<file path="config.mk">
export PLATFORM = sky130hd
export DESIGN_NAME = s_machine_sequencer
export DESIGN_NICKNAME = d
export VERILOG_FILES = /design/src/rtl/s_machine_sequencer.sv
export SDC_FILE = /design/constraint.sdc
export NUM_CORES = 1
export LEC_CHECK = 0
export BUFFER_PORTS_ARGS = -buffer_cell sky130_fd_sc_hd__buf_2
export CORE_ASPECT_RATIO = 0.5
export CORE_MARGIN = 1
export CORE_UTILIZATION = 56
export DETAILED_ROUTE_END_ITERATION = 8
export GPL_TIMING_DRIVEN = 0
export PLACE_DENSITY = 0.95
export RECOVER_POWER = 25
export SYNTH_ARGS = -nofsm -noshare
export SYNTH_HDL_FRONTEND = slang
export SYNTH_SLANG_ARGS = --single-unit
</file>
<file path="constraint.sdc">
create_clock -name clk -period 3.98 [get_ports clk]
set_clock_uncertainty 0.15 [all_clocks]
set_input_delay 0 -clock clk [delete_from_list [all_inputs] [get_ports clk]]
set_output_delay 0 -clock clk [all_outputs]
set_load 0.1 [all_outputs]
</file>
<file path="src/rtl/s_machine_sequencer.sv">
// S-Machine fetch/decode/execute sequencer.
// Owns the program counter and the single shared memory port. Instruction
// fetch and LD/ST data accesses are serialised through one request/ack
// handshake. Each fetched instruction is handed to the interpreter datapath
// with a one-cycle execute strobe. A stalled memory access ends in a sticky
// FAULT state that only reset can clear.
module s_machine_sequencer #(
  parameter int ADDR_W  = 8,
  parameter int DATA_W  = 16,
  parameter int TIMEOUT = 15
) (
  input  logic              clk,
  input  logic              rst_n,
  input  logic              run,
  input  logic              pc_load,
  input  logic [ADDR_W-1:0] pc_load_val,
  output logic              mem_req,
  output logic              mem_we,
  output logic [ADDR_W-1:0] mem_addr,
  output logic [DATA_W-1:0] mem_wdata,
  input  logic [DATA_W-1:0] mem_rdata,
  input  logic              mem_ack,
  input  logic [DATA_W-1:0] st_data,
  output logic [DATA_W-1:0] inst_out,
  output logic [DATA_W-1:0] ld_data,
  output logic              exec_en,
  output logic [ADDR_W-1:0] pc,
  output logic              busy,
  output logic              fault,
  output logic [15:0]       retired
);

  typedef enum logic [2:0] {
    S_IDLE   = 3'd0,
    S_FETCH  = 3'd1,
    S_DECODE = 3'd2,
    S_MEM    = 3'd3,
    S_EXEC   = 3'd4,
    S_FAULT  = 3'd5
  } state_t;

  localparam logic [ADDR_W-1:0] PC_ONE    = {{(ADDR_W-1){1'b0}}, 1'b1};
  localparam logic [7:0]        TIMEOUT_C = 8'(TIMEOUT);

  state_t            state_q;
  logic [ADDR_W-1:0] pc_q;
  logic [DATA_W-1:0] inst_q;
  logic [DATA_W-1:0] ld_data_q;
  logic [15:0]       retired_q;
  logic              mem_req_q;
  logic              mem_we_q;
  logic [ADDR_W-1:0] mem_addr_q;
  logic [DATA_W-1:0] mem_wdata_q;
  logic              exec_en_q;
  logic              fault_q;
  logic [7:0]        wait_q;
  logic [7:0]        wait_d;

  logic [3:0] op;
  logic       is_ld;
  logic       is_st;

  // Opcode classification of the held instruction and the wait-counter increment.
  always_comb begin
    op     = inst_q[15:12];
    is_ld  = (op == 4'b0000) && !inst_q[10];
    is_st  = (op == 4'b0001);
    wait_d = wait_q + 8'd1;
  end

  // Sequencer FSM; every port-facing signal is a register updated here.
  always_ff @(posedge clk or negedge rst_n) begin
    if (!rst_n) begin
      state_q     <= S_IDLE;
      pc_q        <= '0;
      inst_q      <= '0;
      ld_data_q   <= '0;
      retired_q   <= '0;
      mem_req_q   <= 1'b0;
      mem_we_q    <= 1'b0;
      mem_addr_q  <= '0;
      mem_wdata_q <= '0;
      exec_en_q   <= 1'b0;
      fault_q     <= 1'b0;
      wait_q      <= '0;
    end else begin
      // The execute strobe is only ever raised on the transition into EXEC.
      exec_en_q <= 1'b0;
      case (state_q)
        S_IDLE: begin
          if (pc_load) begin
            pc_q <= pc_load_val;
          end else if (run) begin
            state_q    <= S_FETCH;
            mem_req_q  <= 1'b1;
            mem_we_q   <= 1'b0;
            mem_addr_q <= pc_q;
            wait_q     <= '0;
          end
        end

        S_FETCH: begin
          if (mem_ack) begin
            inst_q    <= mem_rdata;
            pc_q      <= pc_q + PC_ONE;
            mem_req_q <= 1'b0;
            state_q   <= S_DECODE;
          end else if (wait_d == TIMEOUT_C) begin
            // pc is left pointing at the fetch that never completed.
            mem_req_q <= 1'b0;
            fault_q   <= 1'b1;
            state_q   <= S_FAULT;
          end else begin
            wait_q <= wait_d;
          end
        end

        S_DECODE: begin
          if (is_ld || is_st) begin
            // Address, direction and store data are frozen for the whole access.
            state_q     <= S_MEM;
            mem_req_q   <= 1'b1;
            mem_we_q    <= is_st;
            mem_addr_q  <= inst_q[ADDR_W-1:0];
            mem_wdata_q <= st_data;
            wait_q      <= '0;
          end else begin
            state_q   <= S_EXEC;
            exec_en_q <= 1'b1;
          end
        end

        S_MEM: begin
          if (mem_ack) begin
            if (!mem_we_q) begin
              ld_data_q <= mem_rdata;
            end
            mem_req_q <= 1'b0;
            mem_we_q  <= 1'b0;
            state_q   <= S_EXEC;
            exec_en_q <= 1'b1;
          end else if (wait_d == TIMEOUT_C) begin
            mem_req_q <= 1'b0;
            mem_we_q  <= 1'b0;
            fault_q   <= 1'b1;
            state_q   <= S_FAULT;
          end else begin
            wait_q <= wait_d;
          end
        end

        S_EXEC: begin
          retired_q <= retired_q + 16'd1;
          if (run) begin
            state_q    <= S_FETCH;
            mem_req_q  <= 1'b1;
            mem_we_q   <= 1'b0;
            mem_addr_q <= pc_q;
            wait_q     <= '0;
          end else begin
            state_q <= S_IDLE;
          end
        end

        S_FAULT: begin
          state_q <= S_FAULT;
        end

        default: begin
          state_q <= S_IDLE;
        end
      endcase
    end
  end

  assign mem_req   = mem_req_q;
  assign mem_we    = mem_we_q;
  assign mem_addr  = mem_addr_q;
  assign mem_wdata = mem_wdata_q;
  assign inst_out  = inst_q;
  assign ld_data   = ld_data_q;
  assign exec_en   = exec_en_q;
  assign pc        = pc_q;
  assign busy      = (state_q != S_IDLE);
  assign fault     = fault_q;
  assign retired   = retired_q;

endmodule

</file>
# [Word level (Yosys, flattened, before mapping)]
# Index checks and enable logic that the tools add are counted.
# Widths: inputs -> output; s select.
[op_classes] muxes=34 n_eq_ne=16 add_sub_neg=3 bitwise_logic=2 reduce_logical=21
[op_table] op="$mux 8" count=10
[op_table] op="$pmux 8 s4" count=1
[op_table] op="$pmux 8 s3" count=1
[op_table] op="$mux 3" count=6
[op_table] op="$pmux 3 s6" count=1
[op_table] op="$add 16x1->16 const B" count=1
[op_table] op="$add 8x1->8 const B" count=2
[op_table] op="$pmux 8 s2" count=1
[op_table] op="$ne 2x2->1 const B" count=7
[op_table] op="$reduce_and 3->1" count=4
[op_table] op="$mux 1" count=11
[op_table] op="$eq 8x4->1 const B" count=1
[op_table] op="$pmux 1 s4" count=2
[op_table] op="$reduce_and 4->1" count=2
[op_table] op="$reduce_bool 4->1" count=2
[op_table] op="$eq 3x2->1 const B" count=2
[op_table] op="$eq 3x3->1 const B" count=2
[op_table] op="$reduce_and 2->1" count=3
[op_table] op="$reduce_bool 3->1" count=2
[op_table] op="$reduce_and 5->1" count=1
[op_table] op="$eq 4x1->1 const B" count=1
[op_table] op="$logic_not 4->1" count=1
[op_table] op="$eq 3x1->1 const B" count=1
[op_table] op="$logic_not 3->1" count=1
[op_table] op="9 further kinds" count=10
[totals] word_cells=88 register_bits=95 input_bits=45 out_inout_bits=85

# [Logic depth before layout (Yosys ltp)]
[depth] ltp_word=5 ltp_mapped=8 ltp_nobuf=7

# [Worst setup path before layout]
# No wires, ideal clock.
[synth_timing] path_type="register to register" startpoint="reg inst_q[13], in the netlist inst_out[13]" endpoint="reg mem_wdata_q[10], in the netlist mem_wdata[10]" arrival_ps=2117 synth_period_minus_slack_ps=2396 setup_time_ps=128 setup_slack_ps=1584 required_ps=3702 stages_incl_launch_ff=6 path_buffers=1 cell_sequence="dfrtp_1 > or3_1 > a21oi_2 > nand2_2 > buf_6 > mux2_1"
[synth_via] elab_chain_cells=4 word_cells_on_any_way=5 cone_classes="eq/ne: 1; reduce/logical: 4"
[synth_rtl] element="start, declared" line="47" source="logic [DATA_W-1:0] inst_q;"
[synth_rtl] element="start signal, assigned" line="104" source="inst_q <= mem_rdata;"
[synth_rtl] element="$logic_not 4->1" line="66" source="is_ld = (op == 4'b0000) && !inst_q[10];"
[synth_rtl] element="$logic_and 1x1->1" line="66"
[synth_rtl] element="$logic_or 1x1->1 (*)" line="119" source="if (is_ld || is_st) begin"
[synth_rtl] element="$reduce_and 2->1 (no source line) (*)"
[synth_rtl] element="end signal, assigned" line="125" source="mem_wdata_q <= st_data;"
[synth_rtl] element="end, declared" line="53" source="logic [DATA_W-1:0] mem_wdata_q;"
# Every way passes the cells marked *; elsewhere a longest branch is shown, timed or not.
# A chain may end at the register's enable or synchronous reset.

==> results by group <==
Run status
  – Status: complete, no violations

Floorplan
  – Total core area: ~7400 µm²
  – Initial core utilization: ~60%
  – Die X: about 130 µm
  – Chip height: approximately 64 µm
  – Die area: ~8200 µm²
  – I/O Pins: 130
  – Core Rows: 22

Critical path
  – Startpoint Class: input port
  – Crit Path Max Fanout: 17
  – R2r startpoint: state_q[1]
  – Crit path launch: rst_n
  – Crit end category: async pin
  – Crit path DAT: 3.00 ns
  – Crit Path Class: in -> async
  – Crit path required time: approximately 4.3 ns

Placed design
  – Post-DP Area: around 5200 µm²
  – IO buf count: about 130
  – Detail Placement HPWL: 7.164 mm
  – Final RePlAce weighted congestion: 0.8923

Timing
  – Final hold slack: about 0.26 ns
  – Final Max Slew Viols: 0
  – Min Tclk post-route: between 2 and 3 ns
  – F_max: 0.3677 GHz
  – Slew HR: 18.59%
  – # setup viols final: 0
  – Final Hold Vio Count: 0
  – Slew @ Worst Pin: roughly 1.2 ns
  – Fin Setup TNS: 0 ns
  – Final period utilization: about two thirds
  – RSZ-0062 raised after global routing: false

Logic synthesis
  – Seq cells post-synth: 95
  – Syn. warnings: 0
  – Post-synth EDFFs: 0
  – Ys async rst share: between 90% and 100%
  – Post-Syn Area: between 4000 and 5000 µm²
  – Cell variety after synth: between 60 and 70
  – Seq/Total Area, Yosys: between 50% and 60%
  – Prevailing post-synth register cell: dfrtp_1
  – Syn avg cell area: about 12 µm²
  – Total nets after synthesis: approximately 420
  – Mapped Cells: between 300 and 400

Global route
  – Total grt overflow: 0
  – Largest net degree at the start of global routing: 67
  – Number of global-route vias before repair: around 4,000
  – Tot GR Track Use: 36.09%
  – Initial antenna violation count: 1
  – First-pass GRT wire length: 21.78 mm

CTS
  – Clk sink count: between 90 and 100
  – Reg clk slew, reported paths: 0.06 ns
  – Clock Tree Buf Depth: 2
  – CTS tree: yes
  – Later-pin clock latency in the skew report: about 0.36 ns
  – H-tree levels: 3
  – Root Driver: clkbuf_16
  – Post-CTS sizing: 0
  – Setup Buffers After CTS: 0
  – Cts bufs inserted: 9

Route
  – WL met2: between 6 and 7 mm
  – Metal-1 WL: 5.210 mm
  – Met3 Wirelength: about 1.1 mm
  – DR WL/cell: ~20 µm
  – Total routed wirelength: around 13 mm
  – Starting DRT DRC Count: 348
  – Drt pass-1 iters: 7
  – # DRC: 0
  – Top Layer Used: met4
  – Vias: ~4,000
  – DR vias/cell: around 6
  – ANT nets after route: 0

Layout
  – Fillers: about 460
  – Nets: 611
  – Area Overhead vs Synth: 34.08%
  – Core Util, Final: slightly below 80%
  – Layout cells sized above 1: 24.38%
  – Commonest cells after routing, fill and taps aside: dfrtp_1 (95), buf_2 (81), clkbuf_1 (59), dlygate4sd3_1 (47)
  – Most common cell after layout, fill and taps aside: dfrtp_1
  – Final Instance Area: approximately 5900 µm²

Min path
  – HP Class: in -> reg
  – HP Start: st_data[15]

Run
  – Max_cap viols: 0
## Yosys cell counts, drive strengths merged (2+ instances only)
cell | number | area (µm²)
a21oi | 26 | 133.9
a21o | 3 | 22.52
and2 | 2 | 13.77
nor2 | 28 | 115.1
nor3 | 3 | 26.28
nand3 | 18 | 90.09
nor2b | 3 | 18.77
o221ai | 2 | 17.52
a211oi | 2 | 15.01
dfrtp | 95 | 2377
a31oi | 4 | 25.02
mux2i | 10 | 100.1
xor2 | 3 | 26.28
ha | 4 | 50.05
o31ai | 3 | 22.52
nand2b | 5 | 31.28
buf | 13 | 93.84
o22ai | 2 | 12.51
and3 | 3 | 18.77
nand4 | 6 | 37.54
mux2 | 49 | 551.8
o41ai | 2 | 25.03
clkbuf | 6 | 32.53
o21ai | 17 | 85.08
xnor2 | 12 | 105.1
inv | 7 | 26.28
or3 | 4 | 25.02
nor3b | 2 | 26.28
nand2 | 21 | 81.33
## sequential cells by signal (all words and copies together) (netlist names)
name and cells:
retired 16, fault 1, wait_q 8, mem_we 1, state_q 3, mem_wdata 16
pc 8, exec_en 1, mem_req 1, mem_addr 8, ld_data 16, inst_out 16
## what timing repair did
item                                   CTS  global route
setup endpoints to repair                0             0
endpoints found under the hold margin  157             0
hold buffers                            47             0
## area by class of cell
type                       instances  area [µm²]  share of cell area (%)
buffer                            19       126.4                   2.155
multi-input combinational        253        1843                   31.43
clock buffer                      12       266.5                   4.545
sequential                        95        2377                   40.55
antenna                            1       2.502                 0.04268
tap                               96       120.1                   2.049
clock inverter                     3       25.02                  0.4268
inverter                           7       26.28                  0.4481
timing repair buffer             177        1076                   18.35
## per-stage QoR
step                      setup slack (ns)  std cells
after global placement               1.757        599
final                                1.260        663
after floorplan                      1.584        374
after detailed placement             1.710        600
after CTS                            1.641        662
after global routing                0.9523        663
## logic make-up after synthesis
| logic type | after synthesis | synth area share (%) |
|---|---|---|
| compound gates | 73 | 10.70 |
| fa+ha+maj | 4 | 1.145 |
| buf+inv | 26 | 3.491 |
| flops | 95 | 54.36 |
| simple gates | 102 | 12.39 |
| mux | 59 | 14.91 |
| xor+xnor | 15 | 3.004 |
## path summary, 6_finish.rpt
path | endpoint | slack (ns) | depth (start not counted)
max in group clk | state_q[0] | 1.50 | 7
min | mem_wdata[15] | 0.26 | 3
min in group asynchronous | state_q[0] | 0.81 | 3
min reg2reg | retired[15] | 0.33 | 1
max reg2reg | state_q[0] | 1.50 | 7
max | state_q[2] | 1.26 | 4
## worst max-delay path, cell delays in order
cell and delay (ns):
dlygate4sd3_1 0.54, dlygate4sd3_1 0.56, clkbuf_1 0.80, dlygate4sd3_1 1.09
## per-layer routing
metal	up-vias	GRT usage (%)
li1	1714	-
met1	1930	43.05
met2	299	59.41
met3	101	10.90
met4	0	20.54
met5	-	0
Power is not shown: default switching activity piles up to over one toggle a cycle in this logic, so the estimate is an artifact.
